===== config.mk =====
export PLATFORM = sky130hd
export DESIGN_NAME = npm_toggle_cal_executor_flat
export DESIGN_NICKNAME = d
export VERILOG_FILES = /design/src/rtl/npm_toggle_cal_executor_if.sv /design/src/rtl/npm_toggle_cal_executor.sv /design/src/flat_wrapper.sv
export SDC_FILE = /design/constraint.sdc
export NUM_CORES = 1
export LEC_CHECK = 0
export CAP_MARGIN = 20
export CELL_PAD_IN_SITES_DETAIL_PLACEMENT = 1
export CELL_PAD_IN_SITES_GLOBAL_PLACEMENT = 1
export CORE_AREA = 3 3 114 116
export DETAILED_ROUTE_END_ITERATION = 10
export DIE_AREA = 0 0 117 119
export PLACE_DENSITY_LB_ADDON = 0.1
export SKIP_CTS_REPAIR_TIMING = 1
export SLEW_MARGIN = 10
export SYNTH_ARGS = -nofsm -noshare
export SYNTH_HDL_FRONTEND = slang
export SYNTH_SLANG_ARGS = --single-unit

===== constraint.sdc =====
create_clock -name iSystemClock -period 1.9 [get_ports iSystemClock]
set_input_delay 0.38 -clock iSystemClock [delete_from_list [all_inputs] [get_ports iSystemClock]]
set_output_delay 0.38 -clock iSystemClock [all_outputs]
set_load 0.005 [all_outputs]

===== src/rtl/npm_toggle_cal_executor_if.sv =====
// Command-side handshake plus NAND pin bundle for the CAL executor.
interface npm_toggle_cal_executor_if #(parameter int NumberOfWays = 4);
  logic                    iStart;
  logic [NumberOfWays-1:0] iTargetWay;
  logic [15:0]             iNumOfData;
  logic                    iCASelect;
  logic [7:0]              iCAData;
  logic                    oReady;
  logic                    oLastStep;
  logic [NumberOfWays-1:0] oPO_ChipEnable;
  logic                    oPO_CLE;
  logic                    oPO_ALE;
  logic                    oPO_WriteEnable;
  logic [7:0]              oPO_DQ;

  modport slave (
    input  iStart, iTargetWay, iNumOfData, iCASelect, iCAData,
    output oReady, oLastStep, oPO_ChipEnable, oPO_CLE, oPO_ALE, oPO_WriteEnable, oPO_DQ
  );

  modport master (
    output iStart, iTargetWay, iNumOfData, iCASelect, iCAData,
    input  oReady, oLastStep, oPO_ChipEnable, oPO_CLE, oPO_ALE, oPO_WriteEnable, oPO_DQ
  );
endinterface


===== src/rtl/npm_toggle_cal_executor.sv =====
// CAL executor: buffers a CA byte burst, then replays it onto the NAND pins
// with programmable WE# low/high timing. Pin outputs are registered from the
// next-state decode so they change exactly when the state does.
module npm_toggle_cal_executor #(
  parameter int NumberOfWays = 4,
  parameter int BufferDepth  = 8,
  parameter int WELowCycles  = 2,
  parameter int WEHighCycles = 2
) (
  input logic iSystemClock,
  input logic iReset,
  npm_toggle_cal_executor_if.slave bus
);
  localparam int IdxW     = $clog2(BufferDepth);
  localparam int TimerMax = (WELowCycles > WEHighCycles) ? WELowCycles : WEHighCycles;
  localparam int TimerW   = (TimerMax > 1) ? $clog2(TimerMax) : 1;

  typedef enum logic [2:0] {Idle, Capture, Setup, WELow, WEHigh, Done} state_t;
  typedef struct packed {
    logic       sel;
    logic [7:0] data;
  } caByte_t;

  state_t                  state, nextState;
  caByte_t                 caBuf [BufferDepth];
  logic [NumberOfWays-1:0] wayReg, nextWay;
  logic [IdxW-1:0]         lastIdx, nextLastIdx, capIdx, nextCapIdx, byteIdx, nextByteIdx, incIdx;
  logic [TimerW-1:0]       timer, nextTimer;
  logic                    bufWrite;
  caByte_t                 inByte, loadByte;

  logic [NumberOfWays-1:0] ceReg, ceNext;
  logic                    cleReg, cleNext, aleReg, aleNext, weReg, weNext, lastReg, lastNext;
  logic [7:0]              dqReg, dqNext;

  assign inByte = '{sel: bus.iCASelect, data: bus.iCAData};
  assign incIdx = byteIdx + 1'b1;

  assign bus.oReady          = (state == Idle);
  assign bus.oLastStep       = lastReg;
  assign bus.oPO_ChipEnable  = ceReg;
  assign bus.oPO_CLE         = cleReg;
  assign bus.oPO_ALE         = aleReg;
  assign bus.oPO_WriteEnable = weReg;
  assign bus.oPO_DQ          = dqReg;

  // Next-state, counter and pin decode; pins default to the idle pattern.
  always_comb begin
    nextState   = state;
    nextWay     = wayReg;
    nextLastIdx = lastIdx;
    nextCapIdx  = capIdx;
    nextByteIdx = byteIdx;
    nextTimer   = timer;
    bufWrite    = 1'b0;
    loadByte    = caBuf[incIdx];
    ceNext      = '1;
    cleNext     = 1'b0;
    aleNext     = 1'b0;
    weNext      = 1'b1;
    lastNext    = 1'b0;
    dqNext      = '0;
    case (state)
      Idle: begin
        if (bus.iStart) begin
          nextWay     = bus.iTargetWay;
          nextLastIdx = (bus.iNumOfData >= 16'(BufferDepth)) ? IdxW'(BufferDepth - 1)
                                                              : bus.iNumOfData[IdxW-1:0];
          nextCapIdx  = '0;
          nextState   = Capture;
        end
      end
      Capture: begin
        bufWrite = 1'b1;
        if (capIdx == lastIdx) begin
          // A one-byte burst is still being written this cycle, so bypass it.
          loadByte    = (capIdx == '0) ? inByte : caBuf[0];
          nextByteIdx = '0;
          nextState   = Setup;
          ceNext      = ~wayReg;
          cleNext     = ~loadByte.sel;
          aleNext     = loadByte.sel;
          dqNext      = loadByte.data;
        end else begin
          nextCapIdx = capIdx + 1'b1;
        end
      end
      Setup: begin
        nextState = WELow;
        nextTimer = '0;
        ceNext    = ~wayReg;
        cleNext   = cleReg;
        aleNext   = aleReg;
        dqNext    = dqReg;
        weNext    = 1'b0;
      end
      WELow: begin
        ceNext  = ~wayReg;
        cleNext = cleReg;
        aleNext = aleReg;
        dqNext  = dqReg;
        if (timer == TimerW'(WELowCycles - 1)) begin
          nextTimer = '0;
          nextState = WEHigh;
        end else begin
          nextTimer = timer + 1'b1;
          weNext    = 1'b0;
        end
      end
      WEHigh: begin
        ceNext = ~wayReg;
        if (timer != TimerW'(WEHighCycles - 1)) begin
          nextTimer = timer + 1'b1;
          cleNext   = cleReg;
          aleNext   = aleReg;
          dqNext    = dqReg;
        end else if (byteIdx == lastIdx) begin
          nextState = Done;
          lastNext  = 1'b1;
        end else begin
          nextByteIdx = incIdx;
          nextState   = Setup;
          cleNext     = ~loadByte.sel;
          aleNext     = loadByte.sel;
          dqNext      = loadByte.data;
        end
      end
      Done: nextState = Idle;
      default: nextState = Idle;
    endcase
  end

  // State, buffer and registered pin outputs; reset wins over everything.
  always_ff @(posedge iSystemClock) begin
    if (iReset) begin
      state   <= Idle;
      wayReg  <= '0;
      lastIdx <= '0;
      capIdx  <= '0;
      byteIdx <= '0;
      timer   <= '0;
      for (int i = 0; i < BufferDepth; i++) caBuf[i] <= '0;
      ceReg   <= '1;
      cleReg  <= 1'b0;
      aleReg  <= 1'b0;
      weReg   <= 1'b1;
      lastReg <= 1'b0;
      dqReg   <= '0;
    end else begin
      state   <= nextState;
      wayReg  <= nextWay;
      lastIdx <= nextLastIdx;
      capIdx  <= nextCapIdx;
      byteIdx <= nextByteIdx;
      timer   <= nextTimer;
      if (bufWrite) caBuf[capIdx] <= inByte;
      ceReg   <= ceNext;
      cleReg  <= cleNext;
      aleReg  <= aleNext;
      weReg   <= weNext;
      lastReg <= lastNext;
      dqReg   <= dqNext;
    end
  end
endmodule


===== src/flat_wrapper.sv =====
// flat-port wrapper written by rule: the top's interface ports become plain ports
module npm_toggle_cal_executor_flat 
#(
  parameter int NumberOfWays = 4,
  parameter int BufferDepth  = 8,
  parameter int WELowCycles  = 2,
  parameter int WEHighCycles = 2
)
  (iSystemClock, iReset, bus_iStart, bus_iTargetWay, bus_iNumOfData, bus_iCASelect, bus_iCAData, bus_oReady, bus_oLastStep, bus_oPO_ChipEnable, bus_oPO_CLE, bus_oPO_ALE, bus_oPO_WriteEnable, bus_oPO_DQ);
  npm_toggle_cal_executor_if #(.NumberOfWays(NumberOfWays)) bus_i ();
  input logic iSystemClock;
  input logic iReset;
  input wire logic [$bits(bus_i.iStart)-1:0] bus_iStart;
  input wire logic [$bits(bus_i.iTargetWay)-1:0] bus_iTargetWay;
  input wire logic [$bits(bus_i.iNumOfData)-1:0] bus_iNumOfData;
  input wire logic [$bits(bus_i.iCASelect)-1:0] bus_iCASelect;
  input wire logic [$bits(bus_i.iCAData)-1:0] bus_iCAData;
  output wire logic [$bits(bus_i.oReady)-1:0] bus_oReady;
  output wire logic [$bits(bus_i.oLastStep)-1:0] bus_oLastStep;
  output wire logic [$bits(bus_i.oPO_ChipEnable)-1:0] bus_oPO_ChipEnable;
  output wire logic [$bits(bus_i.oPO_CLE)-1:0] bus_oPO_CLE;
  output wire logic [$bits(bus_i.oPO_ALE)-1:0] bus_oPO_ALE;
  output wire logic [$bits(bus_i.oPO_WriteEnable)-1:0] bus_oPO_WriteEnable;
  output wire logic [$bits(bus_i.oPO_DQ)-1:0] bus_oPO_DQ;
  assign bus_i.iStart = bus_iStart;
  assign bus_i.iTargetWay = bus_iTargetWay;
  assign bus_i.iNumOfData = bus_iNumOfData;
  assign bus_i.iCASelect = bus_iCASelect;
  assign bus_i.iCAData = bus_iCAData;
  assign bus_oReady = bus_i.oReady;
  assign bus_oLastStep = bus_i.oLastStep;
  assign bus_oPO_ChipEnable = bus_i.oPO_ChipEnable;
  assign bus_oPO_CLE = bus_i.oPO_CLE;
  assign bus_oPO_ALE = bus_i.oPO_ALE;
  assign bus_oPO_WriteEnable = bus_i.oPO_WriteEnable;
  assign bus_oPO_DQ = bus_i.oPO_DQ;
  npm_toggle_cal_executor #(.NumberOfWays(NumberOfWays), .BufferDepth(BufferDepth), .WELowCycles(WELowCycles), .WEHighCycles(WEHighCycles)) u_core (.iSystemClock(iSystemClock), .iReset(iReset), .bus(bus_i));
endmodule

==> tab_implementation.tex, run 1 <==
\begin{tabular}{lr}
\hline
Metric & Value \\
\hline
\multicolumn{2}{l}{\textbf{Floorplanning}} \\
\quad Die footprint & $\sim$0.014 sq mm \\
\quad Placeable core region & 0.01201 sq mm \\
\quad Placement Rows & 40 \\
\quad Initial core utilization & 42.18\% \\
\quad Number of top-level design ports & 49 \\
\quad Floorplan die width & $\sim$120 microns \\
\quad Die Ht & about 120 microns \\
\multicolumn{2}{l}{\textbf{Setup path}} \\
\quad Data arrival time of the critical path & between 1.5 and 2 ns \\
\quad CP startpoint kind & flop \\
\quad Max FO, Critical Path & 9 \\
\quad Worst setup path startpoint & u\_core.state[1] \\
\quad CP Class & flop to flop \\
\quad Endpoint required time on the critical path & just under 2 ns \\
\quad Crit path capture type & flop \\
\quad Worst R2R Start & u\_core.state[1] \\
\multicolumn{2}{l}{\textbf{STA}} \\
\quad Count of endpoints failing hold in the final timing report & 0 \\
\quad Slew at the pin closest to its max-slew limit & roughly 0.47 ns \\
\quad Post-layout min period & 1.852 ns \\
\quad Number of pins exceeding their max-slew limit in the final report & 0 \\
\quad Skew final & slightly above 0.007 ns \\
\quad Count of endpoints failing setup in the final report & 0 \\
\quad Highest Clock Rate & 540.0 MHz \\
\quad Max-slew headroom & 68.26\% \\
\quad Fin Setup TNS & 0 ns \\
\quad Part of the cycle the worst path needs & a little over nine tenths \\
\quad Min Hold Slack & 0.3880 ns \\
\multicolumn{2}{l}{\textbf{Worst hold path}} \\
\quad Class of the most critical hold timing path & flop to flop \\
\quad Hold path start & u\_core.wayReg[1] \\
\multicolumn{2}{l}{\textbf{Clock network}} \\
\quad Worst-path clk slew & about 0.07 ns \\
\quad TritonCTS clock tree & yes \\
\quad Clock Root Buffer & sky130\_fd\_sc\_hd\_\_clkbuf\_16 \\
\quad Clock latency on the worst-skew pair & 0.35 ns \\
\quad Clock Sinks & 105 \\
\quad Clock Tree Buf Depth & 2 \\
\quad H-tree level count & 3 \\
\quad Cts bufs inserted & 9 \\
\multicolumn{2}{l}{\textbf{Global routing}} \\
\quad Pin count of the biggest net entering global routing & 18 \\
\quad Antenna violations before repair & 0 \\
\quad Wire length of the first global-routing pass & between 20000 and 25000 microns \\
\quad Vias in the first global route & 3773 \\
\quad Global route total overflow & 0 \\
\quad All-layer global routing usage & $\sim$20\% \\
\multicolumn{2}{l}{\textbf{Power and ir drop}} \\
\quad Leak Pwr & 2.413 nW \\
\quad Power density cells & around 850 mW/mm\^{}2 \\
\quad Worst ir drop on vdd & around 0.56 mV \\
\multicolumn{2}{l}{\textbf{Logic synthesis}} \\
\quad Yosys synthesis warning count & 0 \\
\quad Cell accounting for the most synthesized area & sky130\_fd\_sc\_hd\_\_edfxtp\_1 \\
\quad Distinct cells, synth & 56 \\
\quad Post-synth top flop & sky130\_fd\_sc\_hd\_\_edfxtp\_1 \\
\quad Sequential area share after synthesis & between 50 and 60\% \\
\quad Fraction of registers with async set/reset & 0\% \\
\quad Net count of the mapped netlist & 447 \\
\quad Biggest area contributors in the synthesized netlist & sky130\_fd\_sc\_hd\_\_edfxtp\_1, sky130\_fd\_sc\_hd\_\_dfxtp\_1, sky130\_fd\_sc\_hd\_\_and2\_1 \\
\quad Per-instance average area after synthesis & approximately 12 sq um \\
\quad Summed instance area of the synthesized netlist & between 0.005 and 0.006 sq mm \\
\quad Cell count after synthesis & 412 \\
\quad Fraction of post-synthesis cell area in the top cell type by area & roughly 43\% \\
\quad Post-synthesis sequential element count & 105 \\
\quad EDFF count, synth & between 70 and 80 \\
\multicolumn{2}{l}{\textbf{Outcome}} \\
\quad Run status & finished clean \\
\multicolumn{2}{l}{\textbf{Route}} \\
\quad Post-DR vias/cell & 5.434 \\
\quad Residual antenna-violating net count after detailed routing & 0 \\
\quad Number of design-rule violations left by the first detailed-router iteration & between 200 and 250 \\
\quad Number of optimization iterations in the first detailed-route pass & 4 \\
\quad Avg WL per Cell & 20.93 microns \\
\quad Total via count after detailed routing & 3559 \\
\quad DRC violations left & 0 \\
\quad Drt total wl & around 14000 microns \\
\multicolumn{2}{l}{\textbf{Layout}} \\
\quad Fin util & 53.01\% \\
\quad Area overhead of the layout relative to synthesis & 25.69\% \\
\quad Share of layout cells above drive strength 1 & between 20\% and 30\% \\
\quad Most used cells in the layout excluding fill and tap cells & sky130\_fd\_sc\_hd\_\_and2\_1, sky130\_fd\_sc\_hd\_\_edfxtp\_1, sky130\_fd\_sc\_hd\_\_buf\_4, sky130\_fd\_sc\_hd\_\_clkdlybuf4s50\_1, sky130\_fd\_sc\_hd\_\_nand2\_1 \\
\quad Number of non-filler instances in the completed layout & between 600 and 700 \\
\quad Net total in the final layout & approximately 540 \\
\quad Number of filler instances in the final layout & around 1.3k \\
\quad Number of inserted diodes & 0 \\
\multicolumn{2}{l}{\textbf{Place}} \\
\quad Final GP Congestion & 0.8103 \\
\quad Inst Count DP & roughly 640 \\
\quad Placed wire-length estimate & just over 10000 microns \\
\quad Port buffer count & between 40 and 50 \\
\multicolumn{2}{l}{\textbf{Run}} \\
\quad Max Cap Viol & 0 \\
\hline
\end{tabular}
[worst paths after layout]
kind	endpoint	slack, ns	depth (start not counted)
min reg2reg	u_core.bus.oPO_ChipEnable[1]	0.39	1
max reg2reg	u_core.caBuf[3][6]	0.05	4
max	u_core.caBuf[3][6]	0.05	4
min	u_core.bus.oPO_ChipEnable[1]	0.39	1
[where the power goes]
group / switching, mW / internal [mW]
sequential: 0.0915 / 2.59
combinational: 0.508 / 0.483
clock: 0.853 / 0.894
[registers in the layout, summed over array words and instances (netlist names), 3 cells and up]
register / count
u_core.bus.oPO_ChipEnable: 4
u_core.bus.oPO_DQ: 8
u_core.byteIdx: 3
u_core.caBuf: 72
u_core.capIdx: 3
u_core.lastIdx: 3
u_core.state: 3
u_core.wayReg: 4
[stage by stage]
stage / setup slack [ns] / total power, mW / instance area, sq um
global route: -0.01727 / 5.649 / 6367
floorplan: -0.02102 / 3.238 / 5069
finish: 0.04816 / 5.417 / 6367
global placement: -0.1227 / 3.665 / 6038
detailed placement: -0.1593 / 3.697 / 6038
CTS: -0.2658 / 5.452 / 6311
[area by class of cell]
| class | count | area (sq um) | area share (%) |
|---|---|---|---|
| Sequential cell | 105 | 2824 | 44.35 |
| Multi-Input combinational cell | 280 | 2175 | 34.15 |
| Timing Repair Buffer | 98 | 878.3 | 13.79 |
| Clock buffer | 10 | 229.0 | 3.596 |
| Tap cell | 147 | 183.9 | 2.889 |
| Clock inverter | 6 | 43.79 | 0.6878 |
| Inverter | 9 | 33.78 | 0.5306 |
[synthesized netlist by cell type, types with 2 or more instances]
library cell and instances:
sky130_fd_sc_hd__nand3_1 4, sky130_fd_sc_hd__ha_1 3, sky130_fd_sc_hd__a21o_1 2, sky130_fd_sc_hd__dfxtp_1 33, sky130_fd_sc_hd__nand2b_1 5, sky130_fd_sc_hd__clkbuf_1 11, sky130_fd_sc_hd__mux2i_1 18, sky130_fd_sc_hd__nor2b_1 5
sky130_fd_sc_hd__a31oi_1 3, sky130_fd_sc_hd__nor2_1 21, sky130_fd_sc_hd__nand2_1 35, sky130_fd_sc_hd__o21ai_0 4, sky130_fd_sc_hd__nand4_1 2, sky130_fd_sc_hd__nor3_1 13, sky130_fd_sc_hd__mux4_2 17, sky130_fd_sc_hd__nand3b_1 4
sky130_fd_sc_hd__buf_2 5, sky130_fd_sc_hd__a211oi_1 8, sky130_fd_sc_hd__inv_1 9, sky130_fd_sc_hd__o31a_1 2, sky130_fd_sc_hd__nor3b_1 3, sky130_fd_sc_hd__xnor2_1 6, sky130_fd_sc_hd__or2_2 8, sky130_fd_sc_hd__a221o_1 9
sky130_fd_sc_hd__nor2_4 3, sky130_fd_sc_hd__or2_1 2, sky130_fd_sc_hd__and2_1 72, sky130_fd_sc_hd__a21oi_1 6, sky130_fd_sc_hd__edfxtp_1 72
[cells by family (layout without fill, tap and decap cells)]
kind of cell / count (synthesis) / in the layout / share of synthesized area, %
multiplexers: 36 / 36 / 11.34
flip-flops: 105 / 105 / 55.72
AND/OR/NAND/NOR: 187 / 188 / 20.99
XOR/XNOR: 8 / 8 / 1.680
buffers and inverters: 28 / 123 / 2.420
adder cells (fa/ha/maj): 3 / 3 / 0.7410
AO/OA/AOI/OAI: 45 / 45 / 7.113
[layer usage]
metal  wire length [microns]  share of wire [%]  vias up  GRT usage (%)
met5                       0                  0        -              0
met4                      88               0.64        0          4.516
met3                     445                3.2        7          4.421
met2                    6571                 48       52          31.05
met1                    6601                 48     1823          30.16
li1                        -                  -     1677              -
[worst max-delay path, stage by stage (launching register included)]
cell and delay (ns):
sky130_fd_sc_hd__dfxtp_1 0.34, sky130_fd_sc_hd__or3b_4 0.43, sky130_fd_sc_hd__or3_4 0.41, sky130_fd_sc_hd__nor2_4 0.10, sky130_fd_sc_hd__or2_2 0.26
(Power assumes the default switching activity.)
==> inputs of run 2 (changes only) <==
Settings changed: CORE_AREA 3 3 114 116 to 5 5 116 118, DIE_AREA 0 0 117 119 to 0 0 121 123.
==> run 2 against run 1 <==
Combinational power barely moved. Core utilization fell by 0.86 points. Clock power barely moved. Power rose by 0.48%. Clock skew rose by 0.0022 ns. Global-route usage fell by 1.6 points. Critical path depth did not move. First-iteration DRC count rose by 11%. Die area rose by 6.9%. Critical endpoint is now u_core.bus.oPO_DQ[3]. Largest cell class unchanged. Largest power group unchanged. Highest routed layer unchanged.
==> tab_implementation.tex, run 2 (synthesized netlist as in run 1, its figures left out) <==
\begin{tabular}{lr}
\hline
Metric & Value \\
\hline
\multicolumn{2}{l}{\textbf{STA}} \\
\quad Part of the cycle the worst path needs & 97.71\% \\
\quad Count of endpoints failing setup in the final report & 0 \\
\quad Post-layout min period & about 1.9 ns \\
\quad Count of endpoints failing hold in the final timing report & 0 \\
\quad Number of pins exceeding their max-slew limit in the final report & 0 \\
\quad Max-slew headroom & between 60\% and 70\% \\
\quad Fin Setup TNS & 0 ns \\
\quad Highest Clock Rate & $\sim$540 MHz \\
\quad RSZ-0062 raised after global routing & true \\
\quad Skew final & 0.009373 ns \\
\quad Slew at the pin closest to its max-slew limit & roughly 0.48 ns \\
\multicolumn{2}{l}{\textbf{Outcome}} \\
\quad Run status & finished clean \\
\multicolumn{2}{l}{\textbf{Power and ir drop}} \\
\quad Design internal power & around 4.0 mW \\
\quad Power density cells & between 800 and 900 mW/mm\^{}2 \\
\quad Clock Power Share & about a third \\
\quad Switching power of the nets & around 1.5 mW \\
\quad Power share of the combinational group & around a fifth \\
\quad Worst ir drop on vdd & approximately 0.56 mV \\
\quad Seq pwr share & approximately 50\% \\
\quad Leak Pwr & roughly 2.5 nW \\
\quad Switching Fraction & $\sim$27\% \\
\quad Design Power & 5.443 mW \\
\multicolumn{2}{l}{\textbf{Clock network}} \\
\quad Cts bufs inserted & 9 \\
\quad Clock Root Buffer & sky130\_fd\_sc\_hd\_\_clkbuf\_16 \\
\quad H-tree level count & 3 \\
\quad Clock Sinks & 105 \\
\quad Worst-path clk slew & roughly 0.08 ns \\
\quad TritonCTS clock tree & yes \\
\quad Clock latency on the worst-skew pair & 0.36 ns \\
\quad Clock Tree Buf Depth & 2 \\
\multicolumn{2}{l}{\textbf{Route}} \\
\quad Avg WL per Cell & roughly 19 microns \\
\quad Number of design-rule violations left by the first detailed-router iteration & approximately 240 \\
\quad Number of optimization iterations in the first detailed-route pass & 5 \\
\quad Post-DR vias/cell & a little over 5 \\
\quad Drt total wl & roughly 13000 microns \\
\quad DRC violations left & 0 \\
\quad Residual antenna-violating net count after detailed routing & 0 \\
\quad Total via count after detailed routing & 3491 \\
\multicolumn{2}{l}{\textbf{Global routing}} \\
\quad Global route total overflow & 0 \\
\quad All-layer global routing usage & a little under a fifth \\
\quad Vias in the first global route & 3775 \\
\quad Wire length of the first global-routing pass & between 20000 and 25000 microns \\
\quad Pin count of the biggest net entering global routing & 26 \\
\quad Antenna violations before repair & 0 \\
\multicolumn{2}{l}{\textbf{Place}} \\
\quad Final GP Congestion & slightly below 0.8 \\
\quad Inst Count DP & about 670 \\
\quad Port buffer count & 48 \\
\quad Placed wire-length estimate & slightly above 10000 microns \\
\multicolumn{2}{l}{\textbf{Layout}} \\
\quad Number of non-filler instances in the completed layout & $\sim$700 \\
\quad Area overhead of the layout relative to synthesis & 27.27\% \\
\quad Max FFs per register & 72 \\
\quad Most used cells in the layout excluding fill and tap cells & sky130\_fd\_sc\_hd\_\_and2\_1, sky130\_fd\_sc\_hd\_\_edfxtp\_1, sky130\_fd\_sc\_hd\_\_buf\_4, sky130\_fd\_sc\_hd\_\_clkdlybuf4s50\_1, sky130\_fd\_sc\_hd\_\_nand2\_1 \\
\quad Fin util & between 50\% and 60\% \\
\quad Net total in the final layout & 540 \\
\quad Share of layout cells above drive strength 1 & about a quarter \\
\quad Register with the most flip-flops & u\_core.caBuf \\
\quad Number of inserted diodes & 0 \\
\multicolumn{2}{l}{\textbf{Setup path}} \\
\quad Data arrival time of the critical path & between 2 and 2.5 ns \\
\quad Endpoint required time on the critical path & 2.14 ns \\
\quad Max FO, Critical Path & 3 \\
\quad CP Class & flop to flop \\
\quad Crit path capture type & flop \\
\quad Worst setup path startpoint & u\_core.byteIdx[0] \\
\quad Worst R2R Start & u\_core.byteIdx[0] \\
\quad CP startpoint kind & flop \\
\multicolumn{2}{l}{\textbf{Worst hold path}} \\
\quad Class of the most critical hold timing path & flop to flop \\
\quad Hold path start & u\_core.wayReg[2] \\
\multicolumn{2}{l}{\textbf{Floorplanning}} \\
\quad Placeable core region & $\sim$0.012 sq mm \\
\quad Die Ht & 123 microns \\
\quad Die footprint & between 0.01 and 0.015 sq mm \\
\quad Floorplan die width & 121 microns \\
\quad Placement Rows & 41 \\
\quad Number of top-level design ports & a little under 50 \\
\quad Initial core utilization & a little over 40\% \\
\multicolumn{2}{l}{\textbf{Run}} \\
\quad Max Cap Viol & 0 \\
\hline
\end{tabular}
==> run 2: layout make-up <==
| cell class | instances | area (sq um) |
|---|---|---|
| timing repair buffer | 100 | 923.4 |
| fill | 1315 | 5916 |
| multi-input combinational | 280 | 2171 |
| clock buffer | 9 | 225.2 |
| clock inverter | 7 | 51.30 |
| sequential | 105 | 2828 |
| tap | 172 | 215.2 |
| inverter | 9 | 33.78 |
==> run 2: power by group through the flow <==
stage	clock network, mW	logic (mW)	registers [mW]
3_5_place_dp	0	0.993	2.71
4_1_cts	1.82	0.997	2.66
6_report	1.76	1.01	2.67
5_1_grt	1.92	1.10	2.68
2_1_floorplan	0	0.542	2.70
3_3_place_gp	0	0.970	2.71
==> run 2: critical path, stage by stage, from the launching register on <==
cell	delay, ns
sky130_fd_sc_hd__dfxtp_2	0.34
sky130_fd_sc_hd__ha_2	0.38
sky130_fd_sc_hd__mux4_2	0.52
sky130_fd_sc_hd__o2111a_1	0.27
sky130_fd_sc_hd__o31a_1	0.24
==> run 2: through the flow <==
stage / hold slack, ns / setup WS [ns] / cell area (sq um)
after floorplan: 0.3573 / -0.02102 / 5069
after global placement: 0.3685 / -0.1760 / 6122
after detailed placement: 0.3697 / -0.2228 / 6122
after CTS: 0.3924 / -0.2357 / 6399
after global routing: 0.4123 / -0.01549 / 6447
final: 0.3917 / 0.04346 / 6447
==> run 2: path summary, 6_finish.rpt <==
kind / end / slack, ns / depth (start not counted)
setup reg to reg: u_core.bus.oPO_DQ[3] / 0.04 / 4
hold / removal: u_core.bus.oPO_ChipEnable[2] / 0.39 / 1
hold reg to reg: u_core.bus.oPO_ChipEnable[2] / 0.39 / 1
setup / recovery: u_core.bus.oPO_DQ[3] / 0.04 / 4
==> run 2: metal layers <==
metal	GRT usage (%)	share of wire (%)	vias up
li1	-	-	1696
met1	26.50	48	1730
met2	29.28	47	54
met3	5.261	4.1	11
met4	4.037	0.89	0
met5	0	0	-
